==> config.mk <==
export PLATFORM = sky130hd
export DESIGN_NAME = imem_loader
export DESIGN_NICKNAME = d
export VERILOG_FILES = /design/src/rtl/imem_loader.sv
export SDC_FILE = /design/constraint.sdc
export NUM_CORES = 1
export LEC_CHECK = 0
export ABC_CLOCK_PERIOD_IN_PS = 3300
export BUFFER_PORTS_ARGS = -buffer_cell sky130_fd_sc_hd__buf_4
export CORE_AREA = 5 5 91 101
export DETAILED_ROUTE_END_ITERATION = 6
export DIE_AREA = 0 0 96 106
export GPL_TIMING_DRIVEN = 0
export PLACE_DENSITY = 0.87
export REMOVE_ABC_BUFFERS = 1
export SYNTH_ARGS = -nofsm -noshare
export SYNTH_HDL_FRONTEND = slang
export SYNTH_SLANG_ARGS = --single-unit
==> constraint.sdc <==
create_clock -name clk -period 3.3 [get_ports clk]
set_clock_uncertainty 0.2 [all_clocks]
set_input_delay 0.66 -clock clk [delete_from_list [all_inputs] [get_ports clk]]
set_output_delay 0.66 -clock clk [all_outputs]
set_load 0.005 [all_outputs]
==> src/rtl/imem_loader.sv <==
// ============================================================================
// imem_loader: streams a length-prefixed word image into instruction memory
// while holding the core in reset. Optional: IMEM_LOADER_CHECKSUM_EN.
// Revision: 1.0
// ============================================================================
`default_nettype none

module imem_loader #(
    parameter logic [31:0] BASE_ADDR = 32'h0000_0000,
    parameter int          MAX_WORDS = 256
) (
    input  logic        clk,
    input  logic        rst_n,
    input  logic        i_start,
    input  logic [7:0]  i_byte,
    input  logic        i_byte_valid,
    output logic        o_byte_ready,
    output logic        o_im_wr_en,
    output logic [31:0] o_im_wr_addr,
    output logic [31:0] o_im_wr_data,
    output logic        o_core_hold,
    output logic        o_busy,
    output logic        o_done,
    output logic        o_load_err,
    output logic [15:0] o_words_loaded
);

    localparam logic [16:0] c_MAX_WORDS = 17'(MAX_WORDS);

`ifdef IMEM_LOADER_CHECKSUM_EN
    typedef enum logic [2:0] {
        S_IDLE, S_LEN_HI, S_LEN_LO, S_DATA, S_WRITE, S_DONE, S_ERROR, S_CHK
    } state_t;
    localparam state_t c_END_STATE = S_CHK;
`else
    typedef enum logic [2:0] {
        S_IDLE, S_LEN_HI, S_LEN_LO, S_DATA, S_WRITE, S_DONE, S_ERROR
    } state_t;
    localparam state_t c_END_STATE = S_DONE;
`endif

    state_t      r_state;
    state_t      w_next;
    logic [7:0]  r_len_hi;
    logic [15:0] r_len;
    logic [15:0] r_words;
    logic [1:0]  r_byte_cnt;
    logic [31:0] r_word;
    logic        w_accept;
    logic        w_restart;
    logic [15:0] w_len_cat;
`ifdef IMEM_LOADER_CHECKSUM_EN
    logic [7:0]  r_chk;
`endif

    assign w_len_cat = {r_len_hi, i_byte};

    always_ff @(posedge clk or negedge rst_n) begin
        if (!rst_n) begin
            r_state <= S_IDLE;
        end else begin
            r_state <= w_next;
        end
    end

    always_comb begin
        w_next         = r_state;
        o_byte_ready   = 1'b0;
        o_im_wr_en     = 1'b0;
        o_im_wr_addr   = 32'h0;
        o_im_wr_data   = 32'h0;
        o_busy         = 1'b0;
        o_core_hold    = 1'b1;
        o_done         = 1'b0;
        o_load_err     = 1'b0;
        w_restart      = 1'b0;
        case (r_state)
            S_IDLE, S_DONE, S_ERROR: begin
                o_core_hold = (r_state != S_DONE);
                o_done      = (r_state == S_DONE);
                o_load_err  = (r_state == S_ERROR);
                if (i_start) begin
                    w_restart = 1'b1;
                    w_next    = S_LEN_HI;
                end
            end
            S_LEN_HI: begin
                o_byte_ready = 1'b1;
                o_busy       = 1'b1;
                if (i_byte_valid) w_next = S_LEN_LO;
            end
            S_LEN_LO: begin
                o_byte_ready = 1'b1;
                o_busy       = 1'b1;
                if (i_byte_valid) begin
                    if (w_len_cat == 16'd0)                   w_next = c_END_STATE;
                    else if ({1'b0, w_len_cat} > c_MAX_WORDS) w_next = S_ERROR;
                    else                                      w_next = S_DATA;
                end
            end
            S_DATA: begin
                o_byte_ready = 1'b1;
                o_busy       = 1'b1;
                if (i_byte_valid && (r_byte_cnt == 2'd3)) w_next = S_WRITE;
            end
            S_WRITE: begin
                o_busy       = 1'b1;
                o_im_wr_en   = 1'b1;
                o_im_wr_addr = BASE_ADDR + {14'd0, r_words, 2'b00};
                o_im_wr_data = r_word;
                w_next       = ((r_words + 16'd1) == r_len) ? c_END_STATE : S_DATA;
            end
`ifdef IMEM_LOADER_CHECKSUM_EN
            S_CHK: begin
                o_byte_ready = 1'b1;
                o_busy       = 1'b1;
                if (i_byte_valid) w_next = (i_byte == r_chk) ? S_DONE : S_ERROR;
            end
`endif
            default: w_next = S_IDLE;
        endcase
    end

    assign w_accept = i_byte_valid & o_byte_ready;

    // Datapath: header capture, big-endian word assembly and word count.
    always_ff @(posedge clk or negedge rst_n) begin
        if (!rst_n) begin
            r_len_hi   <= 8'h0;
            r_len      <= 16'h0;
            r_words    <= 16'h0;
            r_byte_cnt <= 2'd0;
            r_word     <= 32'h0;
`ifdef IMEM_LOADER_CHECKSUM_EN
            r_chk      <= 8'h0;
`endif
        end else if (w_restart) begin
            r_words    <= 16'h0;
            r_byte_cnt <= 2'd0;
            r_word     <= 32'h0;
`ifdef IMEM_LOADER_CHECKSUM_EN
            r_chk      <= 8'h0;
`endif
        end else begin
            if (w_accept && (r_state == S_LEN_HI)) r_len_hi <= i_byte;
            if (w_accept && (r_state == S_LEN_LO)) r_len    <= w_len_cat;
            if (w_accept && (r_state == S_DATA)) begin
                r_word     <= {r_word[23:0], i_byte};
                r_byte_cnt <= r_byte_cnt + 2'd1;
`ifdef IMEM_LOADER_CHECKSUM_EN
                r_chk      <= r_chk ^ i_byte;
`endif
            end
            if (r_state == S_WRITE) r_words <= r_words + 16'd1;
        end
    end

    assign o_words_loaded = r_words;

endmodule

`default_nettype wire

; ---- Yosys cells after proc, flatten, opt, wreduce, memory -nomap -nowiden
; Index checks and enable logic that the tools add are counted.
[word_totals]
ff_bits = 77
input_bits = 12
out_inout_bits = 86
word_cells = 62
[op_classes]
add_sub_neg = 2
n_lt_le_gt_ge = 1
n_eq_ne = 13
mux = 24
bitwise_logic = 2
n_reduce_logical = 14
[op_table]
columns = operator, n
row1 = $mux 32, 3
row2 = $mux 16, 2
row3 = $mux 3, 7
row4 = $mux 18, 1
row5 = $add 16x1->16 const B, 1
row6 = $eq 16x16->1, 1
row7 = $gt 16x9->1 const B, 1
row8 = $logic_not 16->1, 1
row9 = $pmux 3 s5, 1
row10 = $eq 3x3->1 const B, 3
row11 = $mux 1, 8
row12 = $ne 2x2->1 const B, 4
row13 = $eq 3x2->1 const B, 2
row14 = $reduce_or 3->1, 2
row15 = $logic_and 1x1->1, 4
row16 = $mux 2, 2
row17 = $reduce_and 2->1, 2
row18 = $reduce_and 4->1, 1
row19 = $reduce_bool 2->1, 2
row20 = $reduce_or 4->1, 1
row21 = $eq 3x1->1 const B, 1
row22 = $logic_not 3->1, 1
row23 = $ne 3x3->1 const B, 1
row24 = $add 2x1->2 const B, 1
row25 = 3 further kinds, 3

; ---- Logic depth before layout (Yosys ltp)
; Gate-level depths: netlist of the first run.
[depth]
ltp_word = 7
mapped_depth = 9
mapped_depth_nobuf = 8

; ---- Least setup slack after synthesis of the first run
; No wires, ideal clock.
[synth_timing]
kind = input to register
startpoint = input i_byte_valid
endpoint = register r_len[0]
arrival_time_ns = 1.986
path_slack_ns = 0.989
stages = 4
path_cell_list = nor2b_1 nor3b_2 clkbuf_1 mux2_2
[synth_between]
elab_chain_cells = 3
[synth_rtl]
columns = item, line
row1 = from (decl), 16  ; input logic i_byte_valid,
row2 = $and 1x1->1, 124  ; assign w_accept = i_byte_valid & o_byte_ready;
row3 = $logic_and 1x1->1, 146  ; if (w_accept && (r_state == S_LEN_LO)) r_len <= w_len_cat;
row4 = $reduce_and 2->1 (no source line), --
row5 = to (signal assigned), 146
row6 = to (decl), 45  ; logic [15:0] r_len;
; No other way between the ends.
; A chain may end at the register's enable or synchronous reset.

; ---- Worst setup path in the final report of the first run
[layout_timing]
startpoint = register r_state[0]
endpoint = output o_im_wr_en
[layout_between]
elab_chain_cells = 2
[layout_rtl]
columns = item, line
row1 = from (decl), 42  ; state_t r_state;
row2 = from (signal assigned), 62  ; r_state <= w_next;
row3 = $eq 3x3->1, 77  ; case (r_state)
row4 = $mux 1, 77
row5 = to (decl), 18  ; output logic o_im_wr_en,
; No other way between the ends.

==> results of run 1 <==
[area by class of cell]
| class | instances | area (sq um) |
|---|---|---|
| clock buffer | 12 | 155.1 |
| multi-input combinational | 363 | 2163 |
| sequential | 77 | 1931 |
| inverter | 6 | 26.28 |
| timing repair buffer | 83 | 643.1 |
| fill | 685 | 3057 |
| tap | 111 | 138.9 |
| clock inverter | 4 | 31.28 |
[cell usage after synthesis (all sizes together)]
cell / instances
nand2: 89
dfrtp: 77
and3: 52
a21oi: 37
clkbuf: 28
nor2: 27
buf: 23
mux2: 23
o21ai: 18
xnor2: 15
xor2: 14
nand3: 9
nor3: 9
nor4: 7
inv: 6
o31ai: 6
nor2b: 5
nor3b: 5
nand2b: 4
nand4: 3
a2bb2oi: 2
a31oi: 2
ha: 2
o2111ai: 2
o21a: 2
o22ai: 2
a21o: 1
a311o: 1
and2: 1
conb: 1
mux2i: 1
nand3b: 1
nand4b: 1
o2bb2ai: 1
o311ai: 1
o31a: 1
o41ai: 1
or4: 1
[through the flow]
step,setup slack [ns],hold WS [ns],instances
floorplan,-0.4631,0.1644,445
global placement,-1.974,0.3052,637
detailed placement,-0.3014,0.3146,639
CTS,0.03692,0.2713,656
global route,0.1231,0.3338,656
finish,0.2540,0.2308,656
[routing by layer]
layer / part of all wire / vias to the layer above / wire length, microns / track usage
met5: 0 / - / 0 / 0
met2: 0.52 / 142 / 5449 / 0.3601
met1: 0.40 / 1849 / 4219 / 0.2768
li1: - / 1740 / - / -
met3: 0.055 / 17 / 582 / 0.02194
met4: 0.024 / 0 / 254 / 0.09858
[timing repair]
| item | CTS | global route |
|---|---|---|
| cloned | 1 | 0 |
| gates resized for setup | 3 | 2 |
| pin swaps | 1 | 0 |
| endpoints found under the hold margin | 0 | 0 |
| setup endpoints to repair | 9 | 2 |
[where the power goes]
part / internal, uW / total, uW / switching (uW)
Clock: 317 / 674 / 357
Sequential: 1210 / 1530 / 324
Combinational: 545 / 1220 / 671
Total: 2070 / 3420 / 1350
[sequential cells by signal (all words and copies together), names as in the netlist]
| name | cells |
|---|---|
| o_words_loaded | 16 |
| r_byte_cnt | 2 |
| r_len | 16 |
| r_len_hi | 8 |
| r_state | 3 |
| r_word | 32 |
[kinds of logic after synthesis]
group | share of synthesized area
AOI/OAI and AO/OA | 0.1069
buffers and inverters | 0.07182
muxes | 0.06227
adders and majority gates | 0.005791
xor gates and xnor gates | 0.05879
and+or+nand+nor | 0.2476
other | 0.0008680
DFF | 0.4460
[worst min path at each step]
stage | start | end | cells past startpoint
2_1_floorplan | rst_n | o_words_loaded[0] | 0
3_3_place_gp | r_word[31] | r_word[31] | 2
3_5_place_dp | r_word[31] | r_word[31] | 2
4_1_cts | rst_n | r_word[24] | 1
5_1_grt | rst_n | r_word[29] | 1
6_report | rst_n | r_word[24] | 1
[worst max-delay path, delay by kind of cell, from the launching register on]
kind | cells | cell delay, ns
flops | 1 | 0.58
simple gates | 2 | 0.75
buf+inv | 2 | 0.49
==> results.json, run 1 <==
{
  "cp_slowest_cell": "dfrtp_1",
  "r2r_cells": 3,
  "final_common_cell": "nand2_1",
  "cap_violations": 0,
  "rsz0062_at_grt": "false",
  "critPathLaunchType": "flip-flop",
  "holdBufCountCts": 0,
  "placed_area_sq_um": 4881,
  "grtUsageTotal": 0.2154,
  "worst_pin_slew_ns": 1.255,
  "synth_area_sq_um": 4320,
  "route.detailed.drc": 0,
  "hp-class": "in -> async",
  "drive_gt1_frac": 0.2459,
  "fin_util": 0.6247,
  "grt_max_degree": 78,
  "cts_buffer_depth": 2,
  "p_leak_uw": 0.002474,
  "status": "complete, no violations",
  "avgRoutedWirePerCell_microns": 16.01,
  "crit_start": "r_state[0]",
  "first_iter_violations": 301,
  "ff2ff_setup_slack_ns": 0.57,
  "post_cts_buffers": 0,
  "crit_path_max_fanout": 16,
  "period_share": 0.9230,
  "place.gp.congestion": 0.8686,
  "routed_wl_microns": 10510,
  "grt_pass1_vias": 3544,
  "cts_sinks": 77,
  "fp.coreArea_sq_um": 8145,
  "syn_area_per_cell_sq_um": 8.982,
  "port-buffer-count": 81,
  "antenna_found_initial": 0,
  "grt_pass1_wl_microns": 17240,
  "fmax_ghz": 0.3283,
  "die_w_microns": 96,
  "crit_chain": "nor2_4, nand2_2, clkinvlp_4, buf_4",
  "dieArea_sq_um": 10180,
  "cpPeakStageDelay_ns": 0.58,
  "die_height_microns": 106,
  "hold_violations": 0,
  "cts_buffers": 9,
  "critPathRequiredTime_ns": 2.44,
  "drv_slew": 0,
  "final_nets": 554,
  "worstReg2RegStart": "r_state[2]",
  "clock_latency_ns": 0.35,
  "synth.area.top_cells": "dfrtp_1, nand2_1, and3_1",
  "critical_path_class": "reg -> out",
  "final_area_sq_um": 5089,
  "tns_ns": 0,
  "synth.distinct_cells": 47,
  "cts.root.buffer_cell": "clkbuf_8",
  "r2r-end": "r_len[11]",
  "vias": 3748,
  "clk_pin_slew_ns": 0.08,
  "setup_viol": 0,
  "syn2layout_area_growth_pct": 17.78,
  "ys_seq_elements": 77,
  "rows": 35,
  "io_pins": 98,
  "drtPass1Iterations": 5,
  "slew-limit-headroom": 0.1594,
  "syn_inst": 481,
  "drtAntennaViolNets": 0,
  "diodes": 0,
  "endpoint": "o_im_wr_en",
  "start_util": 0.5304,
  "cp.arrival_ns": 2.19,
  "yosysTopAreaCell": "dfrtp_1",
  "synth_seq_area_share": 0.4460,
  "power.density_nw_per_um2": 672.4,
  "final_cell_mix": "nand2_1, buf_4, dfrtp_1, and3_1, a21oi_1",
  "cts_max_level": 3,
  "grt-ovfl-total": 0,
  "viasPerCell": 5.713,
  "power_uw": 3422,
  "fin_crit_ns": 3.046,
  "cp-end-kind": "primary output",
  "yosysWarnings": 0,
  "cts_tree": "done",
  "synth.top_cell.area_share": 0.4460,
  "ir_drop_v": 0.0003641,
  "dpl.hpwl_microns": 7271
}
No activity file was read; power rests on OpenSTA's default activity.
==> run 2, diff against run 1 <==
ABC_AREA = 1   (was default)
PLACE_DENSITY = 0.86   (was 0.87)
==> results.json, run 2 <==
{
  "yosysWarnings": 0,
  "tns_ns": 0,
  "fin_crit_ns": 3.031,
  "rsz0062_at_grt": "false",
  "synth.distinct_cells": 30,
  "vias": 3958,
  "pwr-share-seq": 0.430,
  "drive_gt1_frac": 0.1945,
  "largest_reg_flops": 32,
  "placed_area_sq_um": 4916,
  "synth_edf_count": 0,
  "cts_max_level": 3,
  "setup_viol": 0,
  "critPathLaunchType": "flip-flop",
  "hp-class": "in -> async",
  "ys_seq_elements": 77,
  "synthFlopType": "dfrtp_1",
  "dpl.hpwl_microns": 7665,
  "crit_path_max_fanout": 56,
  "power.density_nw_per_um2": 656.7,
  "grtUsageTotal": 0.2179,
  "die_height_microns": 106,
  "syn_area_per_cell_sq_um": 7.461,
  "yosysTopAreaCell": "dfrtp_1",
  "yosysMostFrequentCell": "inv_1",
  "diodes": 0,
  "rows": 35,
  "routed_wl_microns": 10780,
  "drtAntennaViolNets": 0,
  "grt_pass1_wl_microns": 17770,
  "first_iter_violations": 285,
  "dp_cells": 748,
  "post_cts_buffers": 0,
  "fp.coreArea_sq_um": 8145,
  "synthArstFlopShare": 1.000,
  "hold_violations": 0,
  "power_frac_comb": 0.341,
  "yosys-top-cells-count": "inv_1, nand2_1, nor2_1, dfrtp_1, a22oi_1",
  "drv_slew": 0,
  "worst_pin_slew_ns": 1.238,
  "avgRoutedWirePerCell_microns": 14.10,
  "setup_slack_ns": 0.2694,
  "final_cells": 764,
  "status": "complete, no violations",
  "cp.arrival_ns": 2.17,
  "slew-limit-headroom": 0.1739,
  "cts_buffer_depth": 2,
  "final_nets": 662,
  "cts_sinks": 77,
  "grt_pass1_vias": 3913,
  "fin_util": 0.6309,
  "synth_seq_area_share": 0.4499,
  "synth.area.top_cells": "dfrtp_1, inv_1, nand2_1",
  "cp-end-kind": "primary output",
  "ir_drop_v": 0.0003349,
  "final_cell_mix": "inv_1, nand2_1, buf_4, nor2_1, dfrtp_1",
  "cts_tree": "done",
  "antenna_found_initial": 0,
  "sw_frac_of_total": 0.3918,
  "grt_max_degree": 78,
  "cts.root.buffer_cell": "clkbuf_8",
  "io_pins": 98,
  "critPathRequiredTime_ns": 2.44,
  "ff2ff_setup_slack_ns": 0.69,
  "clock_latency_ns": 0.34,
  "dieArea_sq_um": 10180,
  "synth_area_sq_um": 4283,
  "power.internal_uw": 2052,
  "clkPwrFrac": 0.229,
  "period_share": 0.9184,
  "top_register": "r_word",
  "cap_violations": 0,
  "port-buffer-count": 81,
  "syn2layout_area_growth_pct": 19.98,
  "critical_path_class": "reg -> out",
  "die_w_microns": 96,
  "start_util": 0.5258,
  "synth.top_cell.area_share": 0.4499,
  "clk_pin_slew_ns": 0.08,
  "syn_inst": 574,
  "dp_slack_ns": 0.1399,
  "fmax_ghz": 0.3300,
  "r2r_cells": 9,
  "p_sw_uw": 1322,
  "cts_buffers": 9,
  "final_area_sq_um": 5139,
  "drtPass1Iterations": 5,
  "p_leak_uw": 0.002761,
  "r2r-end": "r_word[5]",
  "final_common_cell": "inv_1",
  "grt-ovfl-total": 0,
  "viasPerCell": 5.181,
  "place.gp.congestion": 0.9416,
  "route.detailed.drc": 0,
  "worstReg2RegStart": "r_state[2]"
}
-- run 2: changes by cell type after synthesis, sizes merged, moves of 19 or more --
cell / change
nand3: +20
clkbuf: -19
nor2: +63
a22oi: +35
mux2: -20
a21oi: -28
nand2: +20
and3: -52
inv: +117
-- run 2: final cells by class --
cell class / instances / area, sq um
Fill cell: 707 / 3007
Sequential cell: 77 / 1927
Multi-Input combinational cell: 355 / 1758
Timing Repair Buffer: 82 / 635.6
Inverter: 123 / 464.2
Tap cell: 111 / 138.9
Clock buffer: 10 / 127.6
Clock inverter: 6 / 87.58
-- run 2: cells by family (layout without fill, tap and decap cells) --
family | count (synthesis) | after routing | share of synthesized area
compound gates | 80 | 80 | 0.1177
flops | 77 | 77 | 0.4499
buf+inv | 157 | 221 | 0.1545
simple gates | 251 | 251 | 0.2571
other cells | 1 | 16 | 0.0008756
mux | 3 | 3 | 0.007887
xor+xnor | 3 | 3 | 0.006136
fa+ha+maj | 2 | 2 | 0.005842
-- run 2: worst max path at each step --
stage,depth (start not counted),startpoint,endpoint,slack (ns)
finish,6,r_state[0],o_im_wr_data[7],0.27
global route,6,r_state[0],o_im_wr_data[7],0.16
CTS,6,r_state[0],o_im_wr_addr[2],0.30
detailed placement,6,r_state[0],o_im_wr_addr[2],0.14
global placement,6,i_byte_valid,r_word[26],-0.61
floorplan,5,i_byte_valid,r_byte_cnt[1],0.32
-- run 2: timing repair --
item	4_1_cts	5_1_grt
gates resized for setup	2	0
hold buffers	0	0
setup endpoints to repair	48	0
-- run 2: worst max-delay path: stages (launching register included) --
cell,delay [ns]
dfrtp_1,0.43
nor2_1,0.17
inv_1,0.11
nor2_4,0.40
inv_4,0.32
nor2_1,0.21
buf_4,0.14
-- run 2: routing by layer --
layer | wire, microns | global-route usage | up-vias
met2 | 5271 | 0.3498 | 202
met1 | 4462 | 0.2824 | 1821
met4 | 212 | 0.08740 | 0
li1 | - | - | 1905
met5 | 0 | 0 | -
met3 | 829 | 0.04812 | 30
-- run 2: power by group through the flow --
stage / sequential [uW] / combinational [uW] / clock (uW)
after floorplan: 1380 / 781 / 0
after global placement: 1430 / 1050 / 0
after detailed placement: 1450 / 1130 / 0
after CTS: 1440 / 1150 / 786
after global routing: 1480 / 1300 / 835
final: 1450 / 1150 / 774
-- run 2: metrics by stage --
stage / hold WS [ns] / power [uW]
floorplan: 0.1644 / 2162
global placement: 0.2688 / 2485
detailed placement: 0.2777 / 2581
CTS: 0.2947 / 3370
global route: 0.3119 / 3613
finish: 0.2493 / 3375
